$ cat config.mk
export PLATFORM = sky130hd
export DESIGN_NAME = ibex_multdiv_arbiter
export DESIGN_NICKNAME = d
export VERILOG_FILES = /design/src/rtl/ibex_multdiv_arbiter.sv
export SDC_FILE = /design/constraint.sdc
export NUM_CORES = 1
export LEC_CHECK = 0
export ABC_CLOCK_PERIOD_IN_PS = 10400
export BUFFER_PORTS_ARGS = -buffer_cell sky130_fd_sc_hd__buf_2
export CAP_MARGIN = 20
export CORE_MARGIN = 5
export CORE_UTILIZATION = 50
export DETAILED_ROUTE_END_ITERATION = 6
export MAX_ROUTING_LAYER = met4
export PLACE_DENSITY = 0.91
export SYNTH_ARGS = -nofsm -noshare
export SYNTH_HDL_FRONTEND = slang
export SYNTH_SLANG_ARGS = --single-unit
$ cat constraint.sdc
create_clock -name clk_i -period 10.4 [get_ports clk_i]
set_input_delay 3.12 -clock clk_i [delete_from_list [all_inputs] [get_ports clk_i]]
set_output_delay 3.12 -clock clk_i [all_outputs]
set_load 0.02 [all_outputs]
$ cat src/rtl/ibex_multdiv_arbiter.sv
// Round-robin arbiter sharing one ibex-style multiply/divide engine between NREQ requesters.
// Latches the winner's operation, holds it on the engine, and returns the result with a watchdog.
module ibex_multdiv_arbiter #(
  parameter int NREQ       = 2,
  parameter int MAX_CYCLES = 40
) (
  input  logic              clk_i,
  input  logic              rst_i,
  input  logic [NREQ-1:0]   req_valid_i,
  output logic [NREQ-1:0]   req_ready_o,
  input  logic [2*NREQ-1:0] req_operator_i,
  input  logic [2*NREQ-1:0] req_signed_i,
  input  logic [32*NREQ-1:0] req_op_a_i,
  input  logic [32*NREQ-1:0] req_op_b_i,
  output logic [NREQ-1:0]   rsp_valid_o,
  input  logic [NREQ-1:0]   rsp_ready_i,
  output logic [31:0]       rsp_result_o,
  output logic              rsp_err_o,
  output logic              md_mult_en_o,
  output logic              md_div_en_o,
  output logic [1:0]        md_operator_o,
  output logic [1:0]        md_signed_mode_o,
  output logic [31:0]       md_op_a_o,
  output logic [31:0]       md_op_b_o,
  output logic              md_ready_o,
  input  logic              md_valid_i,
  input  logic [31:0]       md_result_i
);

  localparam int PW = (NREQ > 2) ? 2 : 1;
  localparam int WW = $clog2(MAX_CYCLES);

  localparam logic [1:0] S_IDLE = 2'd0;
  localparam logic [1:0] S_BUSY = 2'd1;
  localparam logic [1:0] S_RESP = 2'd2;

  logic [1:0]    state;
  logic [PW-1:0] rr_ptr;
  logic [PW-1:0] owner;
  logic [WW-1:0] wdog;
  logic [1:0]    operator_q;
  logic [1:0]    signed_q;
  logic [31:0]   op_a_q;
  logic [31:0]   op_b_q;
  logic [31:0]   result_q;
  logic          err_q;

  logic          grant_any;
  logic          found;
  logic [PW-1:0] grant;
  logic [1:0]    sel_operator;
  logic [1:0]    sel_signed;
  logic [31:0]   sel_op_a;
  logic [31:0]   sel_op_b;
  logic          owner_ready;

  // NOTE: every always_comb output gets a default first so no path can infer a latch.
  always_comb begin
    grant_any    = |req_valid_i;
    found        = 1'b0;
    grant        = '0;
    sel_operator = '0;
    sel_signed   = '0;
    sel_op_a     = '0;
    sel_op_b     = '0;
    // Cyclic search: first pass covers rr_ptr..NREQ-1, second pass wraps to 0.
    for (int k = 0; k < NREQ; k++) begin
      if (!found && req_valid_i[k] && (PW'(k) >= rr_ptr)) begin
        found = 1'b1;
        grant = PW'(k);
      end
    end
    for (int k = 0; k < NREQ; k++) begin
      if (!found && req_valid_i[k]) begin
        found = 1'b1;
        grant = PW'(k);
      end
    end
    for (int k = 0; k < NREQ; k++) begin
      if (grant == PW'(k)) begin
        sel_operator = req_operator_i[2*k +: 2];
        sel_signed   = req_signed_i[2*k +: 2];
        sel_op_a     = req_op_a_i[32*k +: 32];
        sel_op_b     = req_op_b_i[32*k +: 32];
      end
    end
  end

  always_comb begin
    req_ready_o = '0;
    rsp_valid_o = '0;
    owner_ready = 1'b0;
    for (int k = 0; k < NREQ; k++) begin
      // Gated by reset too, so the port reads 0 while reset is held.
      req_ready_o[k] = (state == S_IDLE) && grant_any && !rst_i && (grant == PW'(k));
      rsp_valid_o[k] = (state == S_RESP) && (owner == PW'(k));
      if (owner == PW'(k)) owner_ready = rsp_ready_i[k];
    end
  end

  // NOTE: sequential state uses non-blocking assignments so every register samples pre-edge values.
  always_ff @(posedge clk_i or posedge rst_i) begin
    if (rst_i) begin
      state      <= S_IDLE;
      rr_ptr     <= '0;
      owner      <= '0;
      wdog       <= '0;
      operator_q <= '0;
      signed_q   <= '0;
      op_a_q     <= '0;
      op_b_q     <= '0;
      result_q   <= '0;
      err_q      <= 1'b0;
    end else begin
      case (state)
        S_IDLE: begin
          if (grant_any) begin
            owner      <= grant;
            operator_q <= sel_operator;
            signed_q   <= sel_signed;
            op_a_q     <= sel_op_a;
            op_b_q     <= sel_op_b;
            wdog       <= '0;
            state      <= S_BUSY;
          end
        end
        S_BUSY: begin
          wdog <= wdog + 1'b1;
          if (md_valid_i) begin
            result_q <= md_result_i;
            err_q    <= 1'b0;
            state    <= S_RESP;
          end else if (wdog == WW'(MAX_CYCLES - 1)) begin
            result_q <= '0;
            err_q    <= 1'b1;
            state    <= S_RESP;
          end
        end
        S_RESP: begin
          if (owner_ready) begin
            rr_ptr <= (owner == PW'(NREQ - 1)) ? '0 : owner + 1'b1;
            state  <= S_IDLE;
          end
        end
        default: state <= S_IDLE;
      endcase
    end
  end

  // Enables decode from state so they fall in the same cycle the engine must stop.
  assign md_ready_o       = (state == S_BUSY);
  assign md_mult_en_o     = (state == S_BUSY) && !operator_q[1];
  assign md_div_en_o      = (state == S_BUSY) && operator_q[1];
  assign md_operator_o    = operator_q;
  assign md_signed_mode_o = signed_q;
  assign md_op_a_o        = op_a_q;
  assign md_op_b_o        = op_b_q;
  assign rsp_result_o     = (state == S_RESP) ? result_q : '0;
  assign rsp_err_o        = (state == S_RESP) && err_q;

endmodule

==> impl_metrics.tcl, run 1 <==
set metrics [dict create \
    cts-root-buf "clkbuf_16" \
    num-nets-final 1012 \
    clk_path_buf_depth 2 \
    clk_pin_slew_ns 0.07 \
    syn-cell-area_sq_um 5700 \
    critPathMaxFanout 35 \
    num_io_pins 283 \
    placedCellCount 967 \
    setup-tns-final_ns 0 \
    post_synth_inst_count 595 \
    yosys.area_share.adder_pct 0.219 \
    post_synthesis_compound_gate_area_fraction_pct 28.3 \
    primary_ff_master_synth "dfrtp_1" \
    cts_hold_buf 0 \
    placed_cell_area_sq_um 7090 \
    whs_ns 0.484 \
    grt_pass1_vias 5549 \
    cellLeakagePower_nw 3.73 \
    final-setup-viol-count 0 \
    share_clk_of_total_power_pct 16.5 \
    finalCoreUtilization_pct 65.6 \
    crit_arrival_ns 4.77 \
    vias_per_cell 5.75 \
    detailroute.via_count 5654 \
    synthXorXnorAreaFrac_pct 0 \
    internal-power_mw 1.24 \
    cts_tree "built" \
    grt_pass1_wl_mm 27.4 \
    antenna_found_initial 0 \
    post-layout-total-power_mw 2.19 \
    synthesis.yosys.warnings 0 \
    core.rowCount 39 \
    hold_path.class "reg2reg" \
    overflow 0 \
    number_of_buffers_inserted_to_repair_setup_after_cts 0 \
    ctsHtreeMaxLevel 3 \
    drt_pass1_iterations 5 \
    weighted_congestion_reported_at_the_end_of_routability_driven_placement 0.888 \
    dieWidth_um 117 \
    run_status "completed" \
    path_common_cell "buf_2" \
    timing.critical_path.to_type "primary output" \
    cp_cell_sequence "buf_2 > inv_1 > nor4_1 > buf_2" \
    worst_ep_required_time_ns 7.28 \
    die_area_sq_um 13600 \
    power.net_switching_mw 0.948 \
    synth_area_leader_cell "dfrtp_1" \
    ys_seq_area_share_pct 48.7 \
    synth_top_family_by_area "compound AO/OA/AOI/OAI gates" \
    drive_gt1_share_pct 41.7 \
    crit_path_top_delay_cell "inv_1" \
    numCtsBuffers 9 \
    fillerInstances 924 \
    detailedRoute.firstIterationViolations 480 \
    placement.io_buffers 282 \
    yosys_register_bits 111 \
    track_usage_pct 26.1 \
    start_util_pct 50.4 \
    synthDominantCellAreaShare_pct 48.7 \
    synthTopCellsByArea "dfrtp_1 49%, o21ai_0 8.8%, o211ai_2 6.4%, a2bb2oi_1 5.2%, a311oi_1 5.2%" \
    critPathKind "in2out" \
    route.final.wire_length_mm 17.8 \
    synth_simple_gate_area_share_pct 14.4 \
    relSlewSlack_pct 32.9 \
    syn-num-nets 771 \
    synth_enable_flop_cells 0 \
    finalCritPeriodShare_pct 75.9 \
    power.density_cell_area_nw_per_um2 295 \
    rsz0062_at_grt "false" \
    post-route-min-period_ns 7.89 \
    worst-slew-pin-transition_ns 1.01 \
    synthTopCellsByCount "111 x dfrtp_1, 100 x o21ai_0, 68 x nand2_1" \
    synthArstFlopShare_pct 100 \
    power.ir.vdd_worst_v 0.000142 \
    ant_nets 0 \
    cp_max_stage_delay_ns 0.60 \
    area_delta_synth_final_pct 30.2 \
    layout.cell_area.non_filler_sq_um 7420 \
    fin_cells 984 \
    finalHoldViolations 0 \
    fin_worst_skew_ns 0.0114 \
    yosys.cell_count.top_type "dfrtp_1" \
    insertedDiodeCount 0 \
    worst_setup_path_start_kind "input pin" \
    dp_slack_ns 2.52 \
    drt_drc_violations_left 0 \
    synthMuxAreaShare_pct 0.724 \
    drt-wirelength-per-cell_um 18.1 \
    synth.avg_cell_area_sq_um 9.59 \
    detailedPlacementHpwl_mm 12.4 \
    die_height_um 117 \
    drv.max_cap_violation_count 0 \
    clock-sinks 111 \
    post_cts_gate_resize_count 0 \
    power.sequential.fraction_pct 34.6 \
    timing.final.ws_setup_ns 2.51 \
    grt_max_degree 74 \
    sw_frac_of_total_pct 43.2 \
    achievable_frequency_mhz 127 \
    yosys.cell_types.count 41 \
    slew_viol_final 0 \
    pwr-share-comb_pct 48.9 \
    clock_latency_ns 0.35 \
    core_area_sq_um 11300 \
]
-- kinds of logic (layout without fill, tap and decap cells) --
logic type | after synthesis | count (layout)
muxes | 4 | 4
DFF | 111 | 111
buffers and inverters | 101 | 347
and+or+nand+nor | 159 | 159
adders and majority gates | 1 | 1
AOI/OAI and AO/OA | 219 | 219
-- area by class of cell --
class                      instances  area [sq um]  area share (%)
sequential                       111          2780            37.4
multi-input combinational        383          2500            33.7
timing repair buffer             293          1500            20.2
clock buffer                      11           253            3.40
tap                              143           179            2.41
inverter                          38           145            1.95
clock inverter                     5          63.8           0.859
-- power groups by stage --
| stage | Combinational [mW] | Sequential, mW | Clock (mW) |
|---|---|---|---|
| floorplan | 0.594 | 0.900 | 0 |
| global placement | 1.05 | 0.756 | 0 |
| detailed placement | 1.08 | 0.754 | 0 |
| CTS | 1.08 | 0.756 | 0.367 |
| global route | 1.17 | 0.784 | 0.386 |
| finish | 1.07 | 0.759 | 0.362 |
-- layout by cell type (no fill, tap or decap), drive strengths merged, types with 6 or more instances in the layout --
cell     instances
nand2           68
o211ai          34
buf            293
nor2             6
nand4           34
inv             40
and2            36
o21ai          106
clkbuf          11
a2bb2oi         34
a311oi          34
dfrtp          111
-- path summary, 6_finish.rpt --
| check | start | to | slack [ns] | cells past startpoint |
|---|---|---|---|---|
| min reg2reg | err_q$_DFFE_PP0P_ | err_q$_DFFE_PP0P_ | 0.48 | 1 |
| min in group asynchronous | rst_i | md_op_b_o[18]$_DFFE_PP0P_ | 2.87 | 2 |
| max | req_valid_i[1] | req_ready_o[1] | 2.51 | 4 |
| max in group asynchronous | rst_i | md_op_b_o[6]$_DFFE_PP0P_ | 6.29 | 3 |
| max reg2reg | state[0]$_DFFE_PP0P_ | wdog[1]$_DFFE_PP0P_ | 8.08 | 4 |
| min | err_q$_DFFE_PP0P_ | err_q$_DFFE_PP0P_ | 0.48 | 1 |
-- critical path, delay by kind of cell --
kind | cells | cell delay (ns)
buf+inv | 3 | 1.25
simple gates | 1 | 0.39
-- metal layers --
| layer | vias up | global-route usage (%) | wire [um] |
|---|---|---|---|
| met5 | - | - | 0 |
| met4 | 0 | 8.79 | 417 |
| met3 | 40 | 3.80 | 1560 |
| met2 | 310 | 41.6 | 8760 |
| met1 | 2674 | 34.6 | 7060 |
| li1 | 2630 | - | - |
-- flip-flops by register name, indices dropped and copies added (netlist names) --
register,cells
rr_ptr,1
md_signed_mode_o,2
err_q,1
state,2
md_op_b_o,32
wdog,6
result_q,32
owner,1
md_op_a_o,32
md_operator_o,2
Power figures use the tool's default switching activity.
==> run 2: changes to the inputs <==
ABC_CLOCK_PERIOD_IN_PS = 6950   (was 10400)
CORE_UTILIZATION = 42   (was 50)
PLACE_DENSITY = 0.82   (was 0.91)
clock period = 6.95 ns   (was 10.4 ns; I/O delays follow)
==> impl_metrics.tcl, run 2 (same netlist as run 1, synthesis figures left out) <==
set metrics [dict create \
    layout.cell_area.non_filler_sq_um 7430 \
    clock_latency_ns 0.35 \
    achievable_frequency_mhz 176 \
    start_util_pct 42.9 \
    drv.max_cap_violation_count 0 \
    antenna_found_initial 1 \
    overflow 0 \
    route.final.wire_length_mm 18.2 \
    setup-tns-final_ns 0 \
    final-setup-viol-count 0 \
    ant_nets 0 \
    detailroute.via_count 5632 \
    track_usage_pct 22.5 \
    post-route-min-period_ns 5.67 \
    drt-wirelength-per-cell_um 17.9 \
    grt_pass1_vias 5656 \
    final_cell_mix "282 x buf_2, 111 x dfrtp_1, 100 x o21ai_0" \
    drt_drc_violations_left 0 \
    weighted_congestion_reported_at_the_end_of_routability_driven_placement 0.836 \
    core.rowCount 42 \
    relSlewSlack_pct 31.6 \
    fin_cells 1018 \
    die_area_sq_um 16000 \
    drive_gt1_share_pct 41.7 \
    number_of_buffers_inserted_to_repair_setup_after_cts 0 \
    area_of_combinational_cells_with_multiple_inputs_sq_um 2510 \
    run_status "completed" \
    vias_per_cell 5.53 \
    clock-sinks 111 \
    placement.io_buffers 282 \
    clk_path_buf_depth 2 \
    hold_path.class "reg2reg" \
    cts_tree "built" \
    worst_setup_path_start_kind "input pin" \
    critPathMaxFanout 35 \
    post_cts_gate_resize_count 0 \
    fillerInstances 1192 \
    crit_arrival_ns 3.59 \
    cts_hold_buf 0 \
    sequential_cell_area_sq_um 2780 \
    core_area_sq_um 13300 \
    slew_viol_final 0 \
    ctsHtreeMaxLevel 3 \
    grt_max_degree 72 \
    numCtsBuffers 9 \
    worst_ep_required_time_ns 4.87 \
    cellLeakagePower_nw 3.71 \
    dieWidth_um 127 \
    die_height_um 127 \
    finalCritPeriodShare_pct 81.6 \
    detailedRoute.firstIterationViolations 437 \
    cts-root-buf "clkbuf_16" \
    worst-slew-pin-transition_ns 1.03 \
    finalHoldViolations 0 \
    detailedPlacementHpwl_mm 12.7 \
    drt_pass1_iterations 4 \
    rsz0062_at_grt "false" \
    placed_cell_area_sq_um 7140 \
    placedCellCount 1000 \
    timing.critical_path.to_type "primary output" \
    num-nets-final 1012 \
    area_delta_synth_final_pct 30.3 \
    grt_pass1_wl_mm 28.5 \
    fin_worst_skew_ns 0.00944 \
    mostFrequentLayoutCell "buf_2" \
    clk_pin_slew_ns 0.07 \
    critPathKind "in2out" \
    power.ir.vdd_worst_v 0.000213 \
    power.density_cell_area_nw_per_um2 435 \
    num_io_pins 283 \
]
==> run 2: cell types whose count changed in the layout (fill, tap and decap cells not counted), sizes merged <==
cell,change
clkinv,+4
diode,+1
inv,-1
clkbuf,-2
bufinv,-1
==> run 2: through the flow <==
step | setup slack (ns) | utilization (%) | hold WS (ns) | total power [mW]
5_1_grt | 1.17 | 55.9 | 0.529 | 3.45
3_3_place_gp | 1.39 | 53.6 | 0.465 | 2.71
3_5_place_dp | 1.29 | 53.7 | 0.472 | 2.75
2_1_floorplan | 1.68 | - | 0.456 | 2.24
4_1_cts | 1.28 | 55.8 | 0.488 | 3.25
6_report | 1.28 | 55.9 | 0.484 | 3.23
==> run 2: critical path, cell delays in order <==
cell	delay (ns)
buf_2	0.30
inv_1	0.50
nor4_1	0.46
buf_2	0.23
==> run 2: worst paths after layout <==
kind,start,end,slack [ns],depth (start not counted)
setup / recovery,req_valid_i[1],req_ready_o[1],1.28,4
hold / removal,err_q$_DFFE_PP0P_,err_q$_DFFE_PP0P_,0.48,1
setup reg to reg,state[0]$_DFFE_PP0P_,wdog[1]$_DFFE_PP0P_,4.40,4
hold reg to reg,err_q$_DFFE_PP0P_,err_q$_DFFE_PP0P_,0.48,1
max in group asynchronous,rst_i,md_operator_o[0]$_DFFE_PP0P_,3.90,3
min in group asynchronous,rst_i,wdog[2]$_DFFE_PP0P_,1.88,2
==> run 2: power by group <==
part | switching [mW] | internal, mW
logic | 1.01 | 0.606
clock network | 0.240 | 0.244
registers | 0.179 | 0.956
==> run 2: routing by layer <==
| metal | share of wire (%) | wire length (um) | GRT usage, % | vias up |
|---|---|---|---|---|
| li1 | - | - | - | 2639 |
| met1 | 40 | 7280 | 28.5 | 2654 |
| met2 | 49 | 8890 | 35.4 | 300 |
| met3 | 8.4 | 1530 | 4.41 | 39 |
| met4 | 2.8 | 510 | 9.40 | 0 |
| met5 | 0 | 0 | - | - |
==> run 2: layout make-up <==
class,count,area share (%)
antenna,1,0.0337
tap,176,2.96
timing repair buffer,293,20.3
inverter,38,1.95
clock inverter,7,0.656
sequential,111,37.4
clock buffer,9,3.03
multi-input combinational,383,33.7
